--- config.mk ---
export PLATFORM = sky130hd
export DESIGN_NAME = led_seq_engine
export DESIGN_NICKNAME = d
export VERILOG_FILES = /design/src/rtl/led_seq_engine.sv
export SDC_FILE = /design/constraint.sdc
export NUM_CORES = 1
export LEC_CHECK = 0
export ABC_AREA = 0
export CORE_ASPECT_RATIO = 0.75
export CORE_MARGIN = 4
export CORE_UTILIZATION = 62
export CTS_BUF_LIST = sky130_fd_sc_hd__clkbuf_4
export DETAILED_ROUTE_END_ITERATION = 7
export GPL_ROUTABILITY_DRIVEN = 0
export PLACE_DENSITY_LB_ADDON = 0.1
export SLEW_MARGIN = 40
export SYNTH_ARGS = -nofsm -noshare
export SYNTH_HDL_FRONTEND = slang
export SYNTH_SLANG_ARGS = --single-unit
--- constraint.sdc ---
create_clock -name clk -period 7.95 [get_ports clk]
set_clock_uncertainty 0.05 [all_clocks]
set_input_delay 1.1925 -clock clk [delete_from_list [all_inputs] [get_ports clk]]
set_output_delay 1.1925 -clock clk [all_outputs]
set_load 0.1 [all_outputs]
--- src/rtl/led_seq_engine.sv ---
// LED pattern sequencer: writable DEPTH x WIDTH table stepped by a prescaler.
// Optional ping-pong mode under `LED_SEQ_PINGPONG_EN (mode 10 falls back to loop otherwise).
module led_seq_engine #(
  parameter int unsigned WIDTH = 10,
  parameter int unsigned DEPTH = 18,
  parameter int unsigned AW    = 5,
  parameter int unsigned DIV_W = 24
) (
  input  logic             clk,
  input  logic             rst,
  input  logic             start,
  input  logic             stop,
  input  logic             pause,
  input  logic [1:0]       mode,
  input  logic [DIV_W-1:0] period,
  input  logic [AW-1:0]    last,
  input  logic             wr_en,
  input  logic [AW-1:0]    wr_addr,
  input  logic [WIDTH-1:0] wr_data,
  output logic [WIDTH-1:0] led,
  output logic [AW-1:0]    step,
  output logic             busy,
  output logic             done
);

  typedef enum logic [1:0] {
    S_IDLE,
    S_RUN,
    S_DONE
  } state_t;

  localparam logic [AW-1:0] LAST_MAX = AW'(DEPTH - 1);

  state_t           state_q, state_d;
  logic [AW-1:0]    step_q, step_d;
  logic [AW-1:0]    last_c;
  logic [AW-1:0]    loop_next;
  logic [DIV_W-1:0] cnt_q, cnt_d;
  logic [WIDTH-1:0] led_q, led_d;
  logic [WIDTH-1:0] rd_data;
  logic [WIDTH-1:0] mem_q [DEPTH];
  logic             tick;
`ifdef LED_SEQ_PINGPONG_EN
  logic             dir_q, dir_d;  // 0 = counting up
`endif

  assign led  = led_q;
  assign step = step_q;
  assign busy = (state_q == S_RUN);
  assign done = (state_q == S_DONE);

  // Pattern table; out-of-range write addresses match no entry and are dropped.
  always_ff @(posedge clk or posedge rst) begin
    if (rst) begin
      for (int unsigned i = 0; i < DEPTH; i++) mem_q[i] <= '0;
    end else if (wr_en) begin
      for (int unsigned i = 0; i < DEPTH; i++) begin
        if (wr_addr == AW'(i)) mem_q[i] <= wr_data;
      end
    end
  end

  always_comb begin
    rd_data = '0;
    for (int unsigned i = 0; i < DEPTH; i++) begin
      if (step_q == AW'(i)) rd_data = mem_q[i];
    end
  end

  always_comb begin
    last_c    = (last > LAST_MAX) ? LAST_MAX : last;
    loop_next = (step_q >= last_c) ? '0 : step_q + 1'b1;
    tick      = (cnt_q >= period);
  end

  always_comb begin
    state_d = state_q;
    step_d  = step_q;
    cnt_d   = cnt_q;
`ifdef LED_SEQ_PINGPONG_EN
    dir_d   = dir_q;
`endif
    if (stop) begin
      state_d = S_IDLE;
      step_d  = '0;
      cnt_d   = '0;
`ifdef LED_SEQ_PINGPONG_EN
      dir_d   = 1'b0;
`endif
    end else if (start) begin
      state_d = S_RUN;
      step_d  = '0;
      cnt_d   = '0;
`ifdef LED_SEQ_PINGPONG_EN
      dir_d   = 1'b0;
`endif
    end else if (state_q == S_RUN && !pause) begin
      cnt_d = tick ? '0 : cnt_q + 1'b1;
      if (tick) begin
        unique case (mode)
          2'b00: step_d = loop_next;
          2'b01: begin
            if (step_q >= last_c) begin
              state_d = S_DONE;
              step_d  = last_c;
            end else begin
              step_d = step_q + 1'b1;
            end
          end
`ifdef LED_SEQ_PINGPONG_EN
          // Direction flips on the endpoint itself so each endpoint is shown once.
          2'b10: begin
            if (!dir_q) begin
              if (step_q >= last_c) begin
                if (last_c != '0) begin
                  step_d = last_c - 1'b1;
                  dir_d  = 1'b1;
                end else begin
                  step_d = '0;
                end
              end else begin
                step_d = step_q + 1'b1;
              end
            end else begin
              if (step_q == '0) begin
                if (last_c != '0) begin
                  step_d = AW'(1);
                  dir_d  = 1'b0;
                end
              end else begin
                step_d = step_q - 1'b1;
              end
            end
          end
`else
          2'b10: step_d = loop_next;
`endif
          2'b11: step_d = step_q;
        endcase
      end
    end
  end

  // A stop blanks the LEDs on the same edge it takes effect.
  always_comb begin
    led_d = (stop || state_q == S_IDLE) ? '0 : rd_data;
  end

  always_ff @(posedge clk or posedge rst) begin
    if (rst) begin
      state_q <= S_IDLE;
      step_q  <= '0;
      cnt_q   <= '0;
      led_q   <= '0;
`ifdef LED_SEQ_PINGPONG_EN
      dir_q   <= 1'b0;
`endif
    end else begin
      state_q <= state_d;
      step_q  <= step_d;
      cnt_q   <= cnt_d;
      led_q   <= led_d;
`ifdef LED_SEQ_PINGPONG_EN
      dir_q   <= dir_d;
`endif
    end
  end

endmodule

==> metrics.yaml, run 1 <==
clk_path_buf_depth: 3
cts_hold_buf: 0
p_leak_nw: 5.83
status: "finished clean"
rsz0062_at_grt: "false"
whs_ns: 0.431
yosysWarnings: 0
crit_fanout: 19
ys_ff_latch: 221
clock.fmax_ghz: 0.303
viasPerCell: 6.35
drv_slew: 0
ir_drop_uv: 150
vias: 9037
drc: 0
wl_per_cell_um: 20.4
post_cts_buffers: 0
root_buffer: "clkbuf_4"
crit_slowest_cell: "dfrtp_1"
hold-path-cell-count: 1
grt_pass1_vias: 8800
max_stage_delay_ns: 0.84
syn_inst: 1078
synthToLayoutAreaGrowth_pct: 11.9
setup_tns_ns: 0
crit_chain: "buf_2"
nets: 1245
synth_area_um2: 11500
mostFrequentLayoutCells: "dfrtp_1 (220), mux2_2 (159), nand2_1 (85)"
ant_nets: 0
hold_viol: 0
synth_edf_count: 0
die_h_um: 126
r2r_cells: 10
grt_max_degree: 92
htree_levels: 2
cts_tree: "built"
yosysUniqueCellTypes: 74
cp-start-kind: "register"
routed_wl_mm: 29.0
post-route-period-util_pct: 41.5
cts_buffers: 54
hold_path_class: "register to register"
ys.flop_type: "dfrtp_1"
row_count: 42
dp_hpwl_mm: 20.3
clk_pin_slew_ns: 0.07
worstSetupPathType: "register to output pin"
ios: 69
synth_seq_area_share_pct: 48.0
power_density_nw_per_um2: 214
cp-end-kind: "output pin"
die_w_um: 165
postSynth.asyncResetShare_pct: 100
final_layout_size_suffix_gt1_share_pct: 24.5
antenna_cells: 0
crit_cells: 1
arrival_ns: 2.06
grt.overflow.total: 0
synthesis.nets: 1165
cts_resized: 0
clock-sinks: 221
clk_latency_ns: 0.68
slew_headroom_pct: 45.2
setup_viol: 0
max-cap-violations: 0
grt_antenna_before_repair: 0
portBuffers: 68
synth.avg_cell_area_um2: 10.7
tightest_slew_ns: 0.821
layout_commonest_cell: "dfrtp_1"
drt_iter0_markers: 850
dieArea_um2: 20900
crit_required_ns: 6.71
path_delay_family: "flip-flops"
core-area_um2: 17900
finalCriticalPeriod_ns: 3.30
grt_pass1_wl_mm: 47.3
first_pass_iters: 5
path_buf_inv: 1
grt_use_total_pct: 28.4
initial_core_util_pct: 64.3
routing by layer:
layer  wire length (um)  track usage (%)  up-vias
met4                349             6.35        0
li1                   -                -     4120
met3               3060             6.86       29
met5                  0                0        -
met1              13500             45.6     4478
met2              12100             39.0      410
per-stage QoR:
| step | std cells | power (W) | utilization (%) | area, um^2 | setup slack, ns |
|---|---|---|---|---|---|
| final | 1423 | 0.00276 | 71.9 | 12900 | 4.65 |
| after detailed placement | 1344 | 0.00193 | 68.6 | 12300 | 4.13 |
| after global routing | 1423 | 0.00291 | 71.9 | 12900 | 4.60 |
| after floorplan | 1078 | 0.00177 | - | 11500 | 0.658 |
| after global placement | 1344 | 0.00191 | 69.0 | 12400 | 4.22 |
| after CTS | 1423 | 0.00278 | 71.9 | 12900 | 4.66 |
path summary, 6_finish.rpt:
kind | start | end | slack [ns]
max | step[3] | step[3] | 4.65
min | mem_q[145] | mem_q[145] | 0.43
max reg2reg | step[1] | led[7] | 4.88
min reg2reg | mem_q[145] | mem_q[145] | 0.43
max in group asynchronous | rst | step[2] | 5.79
min in group asynchronous | rst | mem_q[162] | 0.97
area by class of cell:
type / count / area [um^2]
multi-input combinational: 754 / 5600
clock inverter: 6 / 31.3
tap: 242 / 303
inverter: 48 / 188
fill: 1329 / 5030
sequential: 221 / 5530
timing repair buffer: 79 / 686
clock buffer: 73 / 548
logic make-up (layout without fill, tap and decap cells):
logic type	Yosys count	after routing	share of synthesized area, %
and+or+nand+nor	273	273	11.7
AOI/OAI and AO/OA	255	255	14.6
buffers and inverters	103	206	3.56
xor gates and xnor gates	12	12	0.912
DFF	221	221	48.0
muxes	179	179	17.5
adders and majority gates	35	35	3.80
flip-flops by register name (all words and copies together), names as in the netlist:
signal   flops
led         10
state_q      2
mem_q      180
step         5
cnt_q       24
power breakdown:
| group | internal, W | switching, W | leakage (nW) |
|---|---|---|---|
| combinational | 0.000229 | 0.000270 | 2.62 |
| clock | 0.000416 | 0.000437 | 0.349 |
| sequential | 0.00131 | 0.000100 | 2.86 |
cells in the mapped netlist, drive strengths merged, types with 16 or more instances:
cell | number | area, um^2
o21ai | 60 | 312
dfrtp | 221 | 5530
nand2 | 85 | 319
a21oi | 65 | 329
nand3 | 32 | 165
buf | 20 | 98.9
ha | 35 | 438
mux2 | 177 | 1990
clkbuf | 35 | 131
a221oi | 16 | 146
inv | 48 | 180
nor2 | 72 | 273
Note: power is estimated with default switching activity, not from simulation.
==> run 2: changes to the inputs <==
--- a/config.mk
+++ b/config.mk
@@ -8,7 +8,7 @@
 export ABC_AREA = 0
 export CORE_ASPECT_RATIO = 0.75
 export CORE_MARGIN = 4
-export CORE_UTILIZATION = 62
+export CORE_UTILIZATION = 56
 export CTS_BUF_LIST = sky130_fd_sc_hd__clkbuf_4
 export DETAILED_ROUTE_END_ITERATION = 7
 export GPL_ROUTABILITY_DRIVEN = 0
==> constraint.sdc (replaced) <==
create_clock -name clk -period 3 [get_ports clk]
set_clock_uncertainty 0.05 [all_clocks]
set_input_delay 0.45 -clock clk [delete_from_list [all_inputs] [get_ports clk]]
set_output_delay 0.45 -clock clk [all_outputs]
set_load 0.1 [all_outputs]
==> run 2 against run 1 <==
  * Cell count up 5.5%
  * Non-clock buffer count up 63
  * Power rose to 2.7 times the previous value
  * Wire length up 5.9%
  * Critical path depth up 6
  * Hold slack worse by 0.37 ns
  * Sequential share of layout area down 1.9 points
  * Critical path type is now register to register
  * Largest power group unchanged
==> metrics.yaml, run 2 (synthesized netlist as in run 1, its figures left out) <==
grt_pass1_wl_mm: 49.9
drt_iter0_markers: 774
status: "finished clean"
crit_required_ns: 3.48
cts_buffers: 54
setup_viol: 0
crit_cells: 7
clk_pin_slew_ns: 0.07
crit_path_end: "led[2]"
worstSetupPathType: "register to register"
antenna_cells: 0
placed_area_um2: 12900
mostFrequentLayoutCells: "dfrtp_1 (221), mux2_2 (159), buf_4 (86)"
drv_slew: 0
post-route-period-util_pct: 97.3
dp_hpwl_mm: 22.5
fillers: 1654
cts_hold_buf: 0
r2r_start: "step[0]"
crit_fanout: 11
slew_headroom_pct: 42.6
clk_latency_ns: 0.68
row_count: 45
grt_use_total_pct: 27.0
setup_tns_ns: 0
clock.fmax_ghz: 0.343
cts_resized: 0
clk_path_buf_depth: 3
p_leak_nw: 6.17
hold_viol: 0
finalCriticalPeriod_ns: 2.92
dp.cells: 1423
cp-end-kind: "register"
utilization_pct: 66.7
cp-startpoint: "step[0]"
viasPerCell: 6.06
nets: 1308
post_cts_buffers: 0
grt.overflow.total: 0
fin_ws_ns: 0.0819
critPathMostFrequentCell: "a21oi_1"
rsz0062_at_grt: "false"
hold_path_class: "input port to async pin"
path_buf_inv: 0
max-cap-violations: 0
clock-sinks: 221
ios: 69
wl_per_cell_um: 20.4
crit_chain: "ha_1 -> nor2b_1 -> nand2_1 -> o21ai_0 -> a21oi_1 -> o311ai_1 -> a21oi_1"
ant_nets: 0
final_cell_area_um2: 13500
cts_tree: "built"
grt_pass1_vias: 9171
core-area_um2: 20200
regMostFlops: "mem_q"
die_w_um: 174
portBuffers: 68
grt_max_degree: 68
max_stage_delay_ns: 0.56
power_density_nw_per_um2: 556
synthToLayoutAreaGrowth_pct: 16.9
r2r_cells: 7
largest_reg_flops: 180
initial_core_util_pct: 57.0
rrSetupSlack_ns: 0.08
crit_slowest_cell: "ha_1"
final_layout_size_suffix_gt1_share_pct: 27.8
arrival_ns: 3.40
tightest_slew_ns: 0.859
layout_commonest_cell: "dfrtp_1"
path_delay_family: "compound AO/OA/AOI/OAI gates"
dieArea_um2: 23000
htree_levels: 2
drc: 0
grt_antenna_before_repair: 0
root_buffer: "clkbuf_4"
routed_wl_mm: 30.7
stdcell_count: 1501
first_pass_iters: 5
vias: 9099
cp-start-kind: "register"
place_ws_ns: 0.0416
die_h_um: 132
ir_drop_uv: 328
r2r_end: "led[2]"
[run 2: area by class of cell]
class	instances	area [um^2]	share of cell area, %
repair buffers	142	1260	9.32
flip-flops and latches	221	5530	41.0
clock inverters	6	58.8	0.436
clock buffers	72	541	4.01
well taps	258	323	2.40
multi-input cells	754	5580	41.4
inverters	48	184	1.36
[run 2: report_power, final]
part / internal (W) / leakage, nW / switching, W / total (W)
clock network: 0.00118 / 0.359 / 0.00115 / 0.00233
logic: 0.000674 / 2.94 / 0.000741 / 0.00141
registers: 0.00348 / 2.86 / 0.000265 / 0.00374
[run 2: per-stage QoR]
step	hold WS [ns]	power, W
after floorplan	0.399	0.00470
after global placement	0.409	0.00515
after detailed placement	0.420	0.00521
after CTS	0.0435	0.00755
after global routing	0.0603	0.00789
final	0.0620	0.00749
[run 2: worst register-to-register path, stage by stage, from the launching register on]
cell	delay, ns
dfrtp_1	0.50
ha_1	0.56
nor2b_1	0.35
nand2_1	0.33
o21ai_0	0.32
a21oi_1	0.10
o311ai_1	0.45
a21oi_1	0.13
[run 2: worst min path at each step]
stage | depth (start not counted) | endpoint | slack, ns | from
2_1_floorplan | 1 | mem_q[145] | 0.40 | mem_q[145]
3_3_place_gp | 1 | mem_q[145] | 0.41 | mem_q[145]
3_5_place_dp | 1 | mem_q[145] | 0.42 | mem_q[145]
4_1_cts | 2 | mem_q[51] | 0.04 | rst
5_1_grt | 2 | mem_q[51] | 0.06 | rst
6_report | 2 | mem_q[51] | 0.06 | rst
[run 2: per-layer routing]
| layer | vias up | track usage [%] | share of wire, % | routed length, um |
|---|---|---|---|---|
| li1 | 4235 | - | - | - |
| met1 | 4507 | 41.7 | 48 | 14900 |
| met2 | 319 | 38.6 | 42 | 13000 |
| met3 | 38 | 6.51 | 8.0 | 2450 |
| met4 | 0 | 6.42 | 1.4 | 416 |
| met5 | - | 0 | 0 | 0 |
